**src/rtl/fifo_fwft_adapter.sv**
```systemverilog
// fifo_fwft_adapter: turns a registered-read FIFO port (rd_en, data one cycle
// later, empty) into a first-word-fall-through valid/ready stream. A two-entry
// buffer (output register plus skid register) absorbs the read pipeline delay.
// This sustains one beat per cycle under backpressure without losing or
// duplicating words.
module fifo_fwft_adapter #(
    parameter int DATA_WIDTH = 8
) (
    input  logic                  clk,
    input  logic                  rst,
    input  logic                  fifo_empty,
    output logic                  fifo_rd_en,
    input  logic [DATA_WIDTH-1:0] fifo_rd_data,
    output logic                  m_valid,
    output logic [DATA_WIDTH-1:0] m_data,
    input  logic                  m_ready,
    output logic [1:0]            level
);

    // State bits are {out_valid, skid_valid}; 2'b01 is unreachable.
    typedef enum logic [1:0] {
        S_EMPTY = 2'b00,
        S_ONE   = 2'b10,
        S_TWO   = 2'b11
    } state_t;

    state_t                state_q, state_d;
    logic [DATA_WIDTH-1:0] out_data_q, out_data_d;
    logic [DATA_WIDTH-1:0] skid_data_q, skid_data_d;
    logic                  inflight_q;
    logic [1:0]            level_q;

    logic       out_valid;
    logic       skid_valid;
    logic       pop;
    logic       capture;
    logic [1:0] occ;
    logic [1:0] occ_after_pop;

    assign out_valid  = state_q[1];
    assign skid_valid = state_q[0];
    assign pop        = out_valid & m_ready;
    assign capture    = inflight_q;

    assign occ           = {1'b0, out_valid} + {1'b0, skid_valid} + {1'b0, inflight_q};
    assign occ_after_pop = occ - {1'b0, pop};

    // Issue a read only when the word it returns is guaranteed a free slot.
    always_comb begin
        fifo_rd_en = !rst && !fifo_empty && (occ_after_pop < 2'd2);
    end

    // Next-state and data steering: arriving word goes to the output register
    // when it is free and skid is empty, otherwise to skid; pop drains skid.
    always_comb begin
        state_d     = state_q;
        out_data_d  = out_data_q;
        skid_data_d = skid_data_q;
        case (state_q)
            S_EMPTY: begin
                if (capture) begin
                    out_data_d = fifo_rd_data;
                    state_d    = S_ONE;
                end
            end
            S_ONE: begin
                if (capture) begin
                    if (pop) begin
                        out_data_d = fifo_rd_data;
                    end else begin
                        skid_data_d = fifo_rd_data;
                        state_d     = S_TWO;
                    end
                end else if (pop) begin
                    state_d = S_EMPTY;
                end
            end
            S_TWO: begin
                if (pop) begin
                    out_data_d = skid_data_q;
                    if (capture) begin
                        skid_data_d = fifo_rd_data;
                    end else begin
                        state_d = S_ONE;
                    end
                end
            end
            default: begin
                state_d = S_EMPTY;
            end
        endcase
    end

    // State, data and read-pipeline registers; reset drops any in-flight word.
    always_ff @(posedge clk) begin
        if (rst) begin
            state_q     <= S_EMPTY;
            out_data_q  <= '0;
            skid_data_q <= '0;
            inflight_q  <= 1'b0;
            level_q     <= '0;
        end else begin
            state_q     <= state_d;
            out_data_q  <= out_data_d;
            skid_data_q <= skid_data_d;
            inflight_q  <= fifo_rd_en;
            level_q     <= {state_d == S_TWO, state_d == S_ONE};
        end
    end

    // The issue rule must keep a full buffer from receiving an unpopped word.
    always_ff @(posedge clk) begin
        if (!rst) begin
            assert (!(state_q == S_TWO && capture && !pop));
            assert (state_q != 2'b01);
        end
    end

    assign m_valid = out_valid;
    assign m_data  = out_data_q;
    assign level   = level_q;

endmodule
```
**config.mk**
```make
export PLATFORM = sky130hd
export DESIGN_NAME = fifo_fwft_adapter
export DESIGN_NICKNAME = d
export VERILOG_FILES = /design/src/rtl/fifo_fwft_adapter.sv
export SDC_FILE = /design/constraint.sdc
export NUM_CORES = 1
export LEC_CHECK = 0
export CORE_MARGIN = 5
export CORE_UTILIZATION = 28
export DETAILED_ROUTE_END_ITERATION = 12
export SYNTH_ARGS = -nofsm -noshare
export SYNTH_HDL_FRONTEND = slang
export SYNTH_SLANG_ARGS = --single-unit
```
**constraint.sdc**
```tcl
create_clock -name clk -period 1.5 [get_ports clk]
set_input_delay 0.225 -clock clk [delete_from_list [all_inputs] [get_ports clk]]
set_output_delay 0.225 -clock clk [all_outputs]
set_load 0.02 [all_outputs]
```
# ---- After elaboration in Yosys (flattened, before gate mapping)
# Cells that the tools add are included.
dict set report totals {
  out_inout_bits 12
  word_cells 45
  in_bits 12
  regBits 21
}
dict set report classes {
  bitwise 1
  n_lt_le_gt_ge 1
  muxes 16
  n_reduce_logical 9
  eq_ne 10
  addsub 3
}
# cell n
set op_table {}
lappend op_table {{$mux 8} 7}
lappend op_table {{$pmux 8 s3} 1}
lappend op_table {{$pmux 8 s2} 1}
lappend op_table {{$mux 2} 6}
lappend op_table {{$ne 2x2->1 const B} 6}
lappend op_table {{$reduce_and 5->1} 2}
lappend op_table {{$eq 2x2->1 const B} 4}
lappend op_table {{$pmux 2 s3} 1}
lappend op_table {{$reduce_bool 3->1} 1}
lappend op_table {{$add 1x1->2} 1}
lappend op_table {{$add 2x1->2} 1}
lappend op_table {{$logic_and 1x1->1} 2}
lappend op_table {{$logic_not 1->1} 2}
lappend op_table {{$logic_not 2->1} 1}
lappend op_table {{$lt 2x2->1 const B} 1}
lappend op_table {{$reduce_bool 2->1} 1}
lappend op_table {{$sub 2x1->2} 1}
lappend op_table {{$and 1x1->1} 1}

# ---- Depth between registers and ports, before layout
# Gate-level depths: netlist of the first run.
dict set report depth {
  depth_word 5
  ltp_mapped 5
  depth_no_buf 4
}

# ---- Least setup slack after synthesis of the first run
# No wires, ideal clock.
dict set report synth_timing {
  path_type {register to output}
  startpoint {reg state_q[1]}
  endpoint {out fifo_rd_en}
  required_ns 1.275
  path_stages_with_launch 6
  setup_slack_ns -1.015
  arrival_time_ns 2.290
  cell_sequence {dfxtp_1 > nand2b_1 > clkbuf_1 > inv_1 > ha_1 > a2111oi_0}
}
dict set report synth_between {
  elab_chain_len 5
}
# element line_no
set synth_rtl {}
lappend synth_rtl {{start, declared} 27} ;# state_t state_q, state_d;
lappend synth_rtl {{start signal, assigned} 103} ;# state_q <= state_d;
lappend synth_rtl {{$add 1x1->2} 45} ;# assign occ = {1'b0, out_valid} + {1'b0, skid_valid} + {1'b0, inflight_q};
lappend synth_rtl {{$add 2x1->2} 45}
lappend synth_rtl {{$sub 2x1->2 *} 46} ;# assign occ_after_pop = occ - {1'b0, pop};
lappend synth_rtl {{$lt 2x2->1 *} 50} ;# fifo_rd_en = !rst && !fifo_empty && (occ_after_pop < 2'd2);
lappend synth_rtl {{$logic_and 1x1->1 *} 50}
lappend synth_rtl {{end, declared} 12} ;# output logic fifo_rd_en,
# Every way passes the cells marked *; elsewhere a longest branch is shown, timed or not.

# ---- Worst setup path in the final report of the first run
# Ends and elaborated chain as after synthesis.

==> flow_summary.json, run 1 <==
{
  "power_density_nw_per_um2": 839,
  "synth_top_family_by_area": "simple AND/OR/NAND/NOR gates",
  "cts_htree_levels": 1,
  "syn_nets": 119,
  "fin_crit_sh_pct": 109,
  "drt_wl_total_um": 2430,
  "ys_types": 23,
  "dp_hpwl_um": 1710,
  "drv_cap": 0,
  "p_leak_nw": 0.511,
  "rrSetupSlack_ns": 0.08,
  "status": "finished with violations",
  "synthAdderAreaFrac_pct": 1.21,
  "syn_area_um2": 1030,
  "via_count": 854,
  "multi_input_area_um2": 598,
  "muxShareOfSynthArea_pct": 10.2,
  "drv_slew": 0,
  "syn_inst": 106,
  "die_w_um": 70.7,
  "synth_compound_area_share_pct": 18.6,
  "numCtsBuffers": 3,
  "tightest_slew_ns": 0.348,
  "grt_pass1_vias": 874,
  "critical_path.cell_chain": "nand2b_4 -> inv_4 -> ha_4 -> a2111oi_4 -> buf_4",
  "use_met3_pct": 2.13,
  "gp_congestion": 0.710,
  "wire_per_inst_um": 13.6,
  "hp-class": "flop to flop",
  "cts_hold_buf": 0,
  "dieHeight_um": 70.7,
  "io_pins": 24,
  "synth_warnings": 0,
  "die_area_um2": 5000,
  "cts.reportedPaths.clkPinSlew_ns": 0.08,
  "layout-drive-gt1-share_pct": 22.1,
  "use_met1_pct": 11.0,
  "fill_cells": 374,
  "cts_tree": "done",
  "drc_errors": 0,
  "coreArea_um2": 3610,
  "cp_slowest_stage_delay_ns": 0.36,
  "ctsRootBufferMaster": "clkbuf_8",
  "finalSetupViolCount": 1,
  "grt-busiest-layer": "met2",
  "antenna_found_initial": 0,
  "syn_to_final_growth_pct": 37.7,
  "dr.pass1.iters": 4,
  "crit_path_max_fanout": 2,
  "hold_viol": 0,
  "avgViaCountPerCell": 4.77,
  "synthSimpleGateAreaFrac_pct": 23.9,
  "num_rows": 22,
  "met2_usage_pct": 17.7,
  "n_antenna_cell": 0,
  "cp.arrival_ns": 1.41,
  "fin_crit_ns": 1.64,
  "slew_headroom_pct": 76.8,
  "rsz0062_at_grt": "true",
  "power_mw": 1.19,
  "grt_use_total_pct": 9.93,
  "critPathKind": "flop to output pin",
  "critPathSlowestCell": "dfxtp_4",
  "setup_tns_ns": -0.137,
  "fin_util_pct": 39.4,
  "grt_pass1_wl_um": 3970,
  "gr-total-overflow": 0,
  "clk_path_buf_depth": 2,
  "syn_avg_cell_area_um2": 9.73,
  "start_kind": "flop",
  "synth_seq_cells": 21,
  "clock_sink_count": 21,
  "endpoint_kind": "output pin",
  "drt_iter0_markers": 28,
  "setup_ws_ns": -0.137,
  "crit_buf_inv": 2,
  "seq_area_frac_synth_pct": 40.8,
  "synthXorXnorAreaFrac_pct": 0,
  "vdd_drop_max_v": 0.000283,
  "crit_required_ns": 1.27,
  "hold_ws_ns": 0.477,
  "seqCellArea_um2": 425,
  "violations": "setup timing",
  "insertion_delay_ns": 0.26,
  "nets": 145,
  "grt_start_max_net_pins": 30,
  "skew_ns": 0.00304,
  "ant_nets": 0,
  "initial_utilization_pct": 28.6,
  "max_freq_mhz": 611,
  "critPathTopFamily": "flip-flops",
  "port_buffers": 23
}
[cell families (layout without fill, tap and decap cells)]
| kind of cell | count (synthesis) | count (layout) |
|---|---|---|
| AND/OR/NAND/NOR | 43 | 43 |
| AO/OA/AOI/OAI | 21 | 21 |
| flip-flops | 21 | 21 |
| multiplexers | 10 | 10 |
| buffers and inverters | 10 | 35 |
| adder cells (fa/ha/maj) | 1 | 1 |
[worst register-to-register path: stages (launching register included)]
cell	delay, ns
dfxtp_2	0.36
buf_6	0.17
mux2_4	0.37
and2_4	0.23
a311oi_2	0.20
[report_power, final]
group | internal, mW | total (mW) | switching (mW)
Clock | 0.185 | 0.374 | 0.189
Combinational | 0.116 | 0.226 | 0.110
Sequential | 0.579 | 0.592 | 0.0129
Total | 0.880 | 1.19 | 0.312
[placed cells by master, fill, tap and decap left out]
master           count
clkbuf_8             3
ha_4                 1
a21oi_1             10
a311oi_2             7
nand2b_1            17
inv_4                1
and4b_4              1
clkinv_2             1
nor2_1               1
and2_4               1
a31oi_1              1
dlygate4sd2_1        2
nor2b_1              2
dlymetal6s2s_1       1
nand3_1              7
or3_1                1
mux2i_1              9
clkdlybuf4s50_1     19
dfxtp_4              1
dfxtp_1             19
buf_4                7
a211oi_2             1
nand2b_4             1
nor3b_1              2
a2111oi_4            1
nand4b_1             1
dfxtp_2              1
nand2_1              9
a2111oi_0            1
mux2_4               1
buf_6                1
[state kept, by name (all words and copies together), names as in the netlist]
| name | cells |
|---|---|
| m_data | 8 |
| skid_data_q | 8 |
| level | 2 |
| state_q | 2 |
| capture | 1 |
[cell type report]
cell class	instances	area share, %
timing repair buffer	30	20.0
clock inverter	1	0.352
inverter	1	0.441
sequential	21	30.0
multi-input combinational	75	42.1
clock buffer	3	2.91
tap	48	4.23
[cells in the mapped netlist (all sizes together)]
| cell | n | share of area (%) |
|---|---|---|
| nor2b | 2 | 1.2 |
| nand2 | 9 | 3.3 |
| nor3b | 2 | 1.5 |
| and4b | 1 | 0.97 |
| nand3 | 7 | 3.4 |
| ha | 1 | 1.2 |
| a2111oi | 2 | 1.7 |
| a31oi | 1 | 0.61 |
| clkbuf | 5 | 1.8 |
| or3 | 1 | 0.61 |
| mux2 | 1 | 1.5 |
| a21oi | 10 | 4.9 |
| mux2i | 9 | 8.7 |
| nor2 | 1 | 0.36 |
| nand4b | 1 | 0.85 |
| a311oi | 7 | 10 |
| nand2b | 18 | 11 |
| buf | 4 | 3.2 |
| and2 | 1 | 0.85 |
| dfxtp | 21 | 41 |
| inv | 1 | 0.36 |
| a211oi | 1 | 1.2 |
[stage by stage]
step	std cells	instance area (um2)	setup slack, ns
floorplan	106	1090	-0.000144
global placement	175	1370	-0.736
detailed placement	175	1370	-0.766
CTS	179	1420	-0.216
global route	179	1420	-0.196
finish	179	1420	-0.137
[final timing paths]
kind                                    start                          end  cells past startpoint
setup / recovery        state_q[1]$_SDFF_PP0_                   fifo_rd_en                      5
hold / removal    skid_data_q[1]$_SDFFE_PP0P_  skid_data_q[1]$_SDFFE_PP0P_                      2
setup reg to reg        state_q[0]$_SDFF_PP0_       m_data[3]$_SDFFE_PP0P_                      4
hold reg to reg   skid_data_q[1]$_SDFFE_PP0P_  skid_data_q[1]$_SDFFE_PP0P_                      2
[per-layer routing]
metal	routed length [um]	part of all wire (%)	vias to the layer above
met4	12	0.49	0
met1	1050	43	409
li1	-	-	429
met3	75	3.1	2
met5	0	0	-
met2	1290	53	14
[repair_timing]
action                     4_1_cts  5_1_grt
setup buffers                    0        0
setup endpoints to repair       11        9
pin swaps                        1        1
resized for setup               10        2
(Power assumes the default switching activity.)
==> run 2, diff against run 1 <==
--- a/config.mk
+++ b/config.mk
@@ -8,6 +8,7 @@
 export CORE_MARGIN = 5
 export CORE_UTILIZATION = 28
 export DETAILED_ROUTE_END_ITERATION = 12
+export MAX_ROUTING_LAYER = met4
 export SYNTH_ARGS = -nofsm -noshare
 export SYNTH_HDL_FRONTEND = slang
 export SYNTH_SLANG_ARGS = --single-unit
==> flow_summary.json, run 2 (same netlist as run 1, synthesis figures left out) <==
{
  "fin_util_pct": 39.4,
  "setup_ws_ns": -0.137,
  "gr-total-overflow": 0,
  "hold_viol": 0,
  "finalInstanceArea_um2": 1420,
  "cts_htree_levels": 1,
  "num_rows": 22,
  "setup_tns_ns": -0.137,
  "cts_hold_buf": 0,
  "wire_per_inst_um": 13.6,
  "clock_sink_count": 21,
  "drv_slew": 0,
  "tightest_slew_ns": 0.348,
  "fin_crit_sh_pct": 109,
  "p_leak_nw": 0.511,
  "fin_crit_ns": 1.64,
  "dp_hpwl_um": 1710,
  "finalSetupViolCount": 1,
  "insertion_delay_ns": 0.26,
  "die_area_um2": 5000,
  "drc_errors": 0,
  "dr.pass1.iters": 4,
  "placed_area_um2": 1370,
  "grt_pass1_wl_um": 3970,
  "dp.cells": 175,
  "status": "finished with violations",
  "start_kind": "flop",
  "dieHeight_um": 70.7,
  "antenna_found_initial": 0,
  "final_cell_mix": "dfxtp_1, clkdlybuf4s50_1, nand2b_1",
  "endpoint_kind": "output pin",
  "syn_to_final_growth_pct": 37.7,
  "ant_nets": 0,
  "critPathKind": "flop to output pin",
  "crit_required_ns": 1.27,
  "grt_use_total_pct": 10.2,
  "skew_ns": 0.00304,
  "layout-drive-gt1-share_pct": 22.1,
  "numCtsBuffers": 3,
  "drt_iter0_markers": 50,
  "nets": 145,
  "ctsRootBufferMaster": "clkbuf_8",
  "crit_path_max_fanout": 2,
  "via_count": 854,
  "grt_start_max_net_pins": 30,
  "cts.reportedPaths.clkPinSlew_ns": 0.08,
  "cts_tree": "done",
  "power_density_nw_per_um2": 839,
  "grt_pass1_vias": 873,
  "vdd_drop_max_v": 0.000283,
  "max_freq_mhz": 611,
  "coreArea_um2": 3610,
  "drt_wl_total_um": 2430,
  "die_w_um": 70.7,
  "n_antenna_cell": 0,
  "initial_utilization_pct": 28.6,
  "cp.arrival_ns": 1.41,
  "drv_cap": 0,
  "power_mw": 1.19,
  "clk_path_buf_depth": 2,
  "io_pins": 24,
  "slew_headroom_pct": 76.8,
  "hp-class": "flop to flop",
  "avgViaCountPerCell": 4.77,
  "port_buffers": 23,
  "fin_cells": 179,
  "rsz0062_at_grt": "true",
  "violations": "setup timing",
  "gp_congestion": 0.718
}
run 2: cell counts in the layout (fill, tap and decap cells not counted):
No cell type changed its count.
run 2: final cells by class:
cell class / instances / area [um2]
clock inverters: 1 / 5.00
repair buffers: 30 / 284
fillers: 374 / 2190
inverters: 1 / 6.26
well taps: 48 / 60.1
clock buffers: 3 / 41.3
multi-input cells: 75 / 598
flip-flops and latches: 21 / 425
run 2: power by group:
part | internal (mW) | switching [mW] | leakage, nW
Sequential | 0.579 | 0.0129 | 0.173
Combinational | 0.116 | 0.110 | 0.313
Clock | 0.185 | 0.189 | 0.0255
run 2: worst paths after layout:
path | from | cells past startpoint | slack [ns] | endpoint
min reg2reg | skid_data_q[1]$_SDFFE_PP0P_ | 2 | 0.48 | skid_data_q[1]$_SDFFE_PP0P_
min | skid_data_q[1]$_SDFFE_PP0P_ | 2 | 0.48 | skid_data_q[1]$_SDFFE_PP0P_
max | state_q[1]$_SDFF_PP0_ | 5 | -0.14 | fifo_rd_en
max reg2reg | state_q[0]$_SDFF_PP0_ | 4 | 0.08 | m_data[3]$_SDFFE_PP0P_
run 2: stage by stage:
step,worst slack (ns),hold WS (ns)
2_1_floorplan,-0.000144,0.308
3_3_place_gp,-0.736,0.459
3_5_place_dp,-0.766,0.465
4_1_cts,-0.216,0.483
5_1_grt,-0.196,0.499
6_report,-0.137,0.477
run 2: worst max-delay path: stages (launching register included):
cell and delay (ns):
dfxtp_4 0.36, nand2b_4 0.07, inv_4 0.03, ha_4 0.21, a2111oi_4 0.28, buf_4 0.19
run 2: per-layer routing:
layer / track usage (%) / vias up / share of wire, %
met5: - / - / 0
met4: 5.01 / 0 / 0.49
met3: 2.13 / 2 / 3.1
met2: 17.7 / 14 / 53
met1: 11.0 / 409 / 43
li1: - / 429 / -
run 2: what timing repair did:
action	in CTS	in global routing
resized for setup	10	2
endpoints found under the setup margin	11	9
setup buffers	0	0
pin swaps	1	1
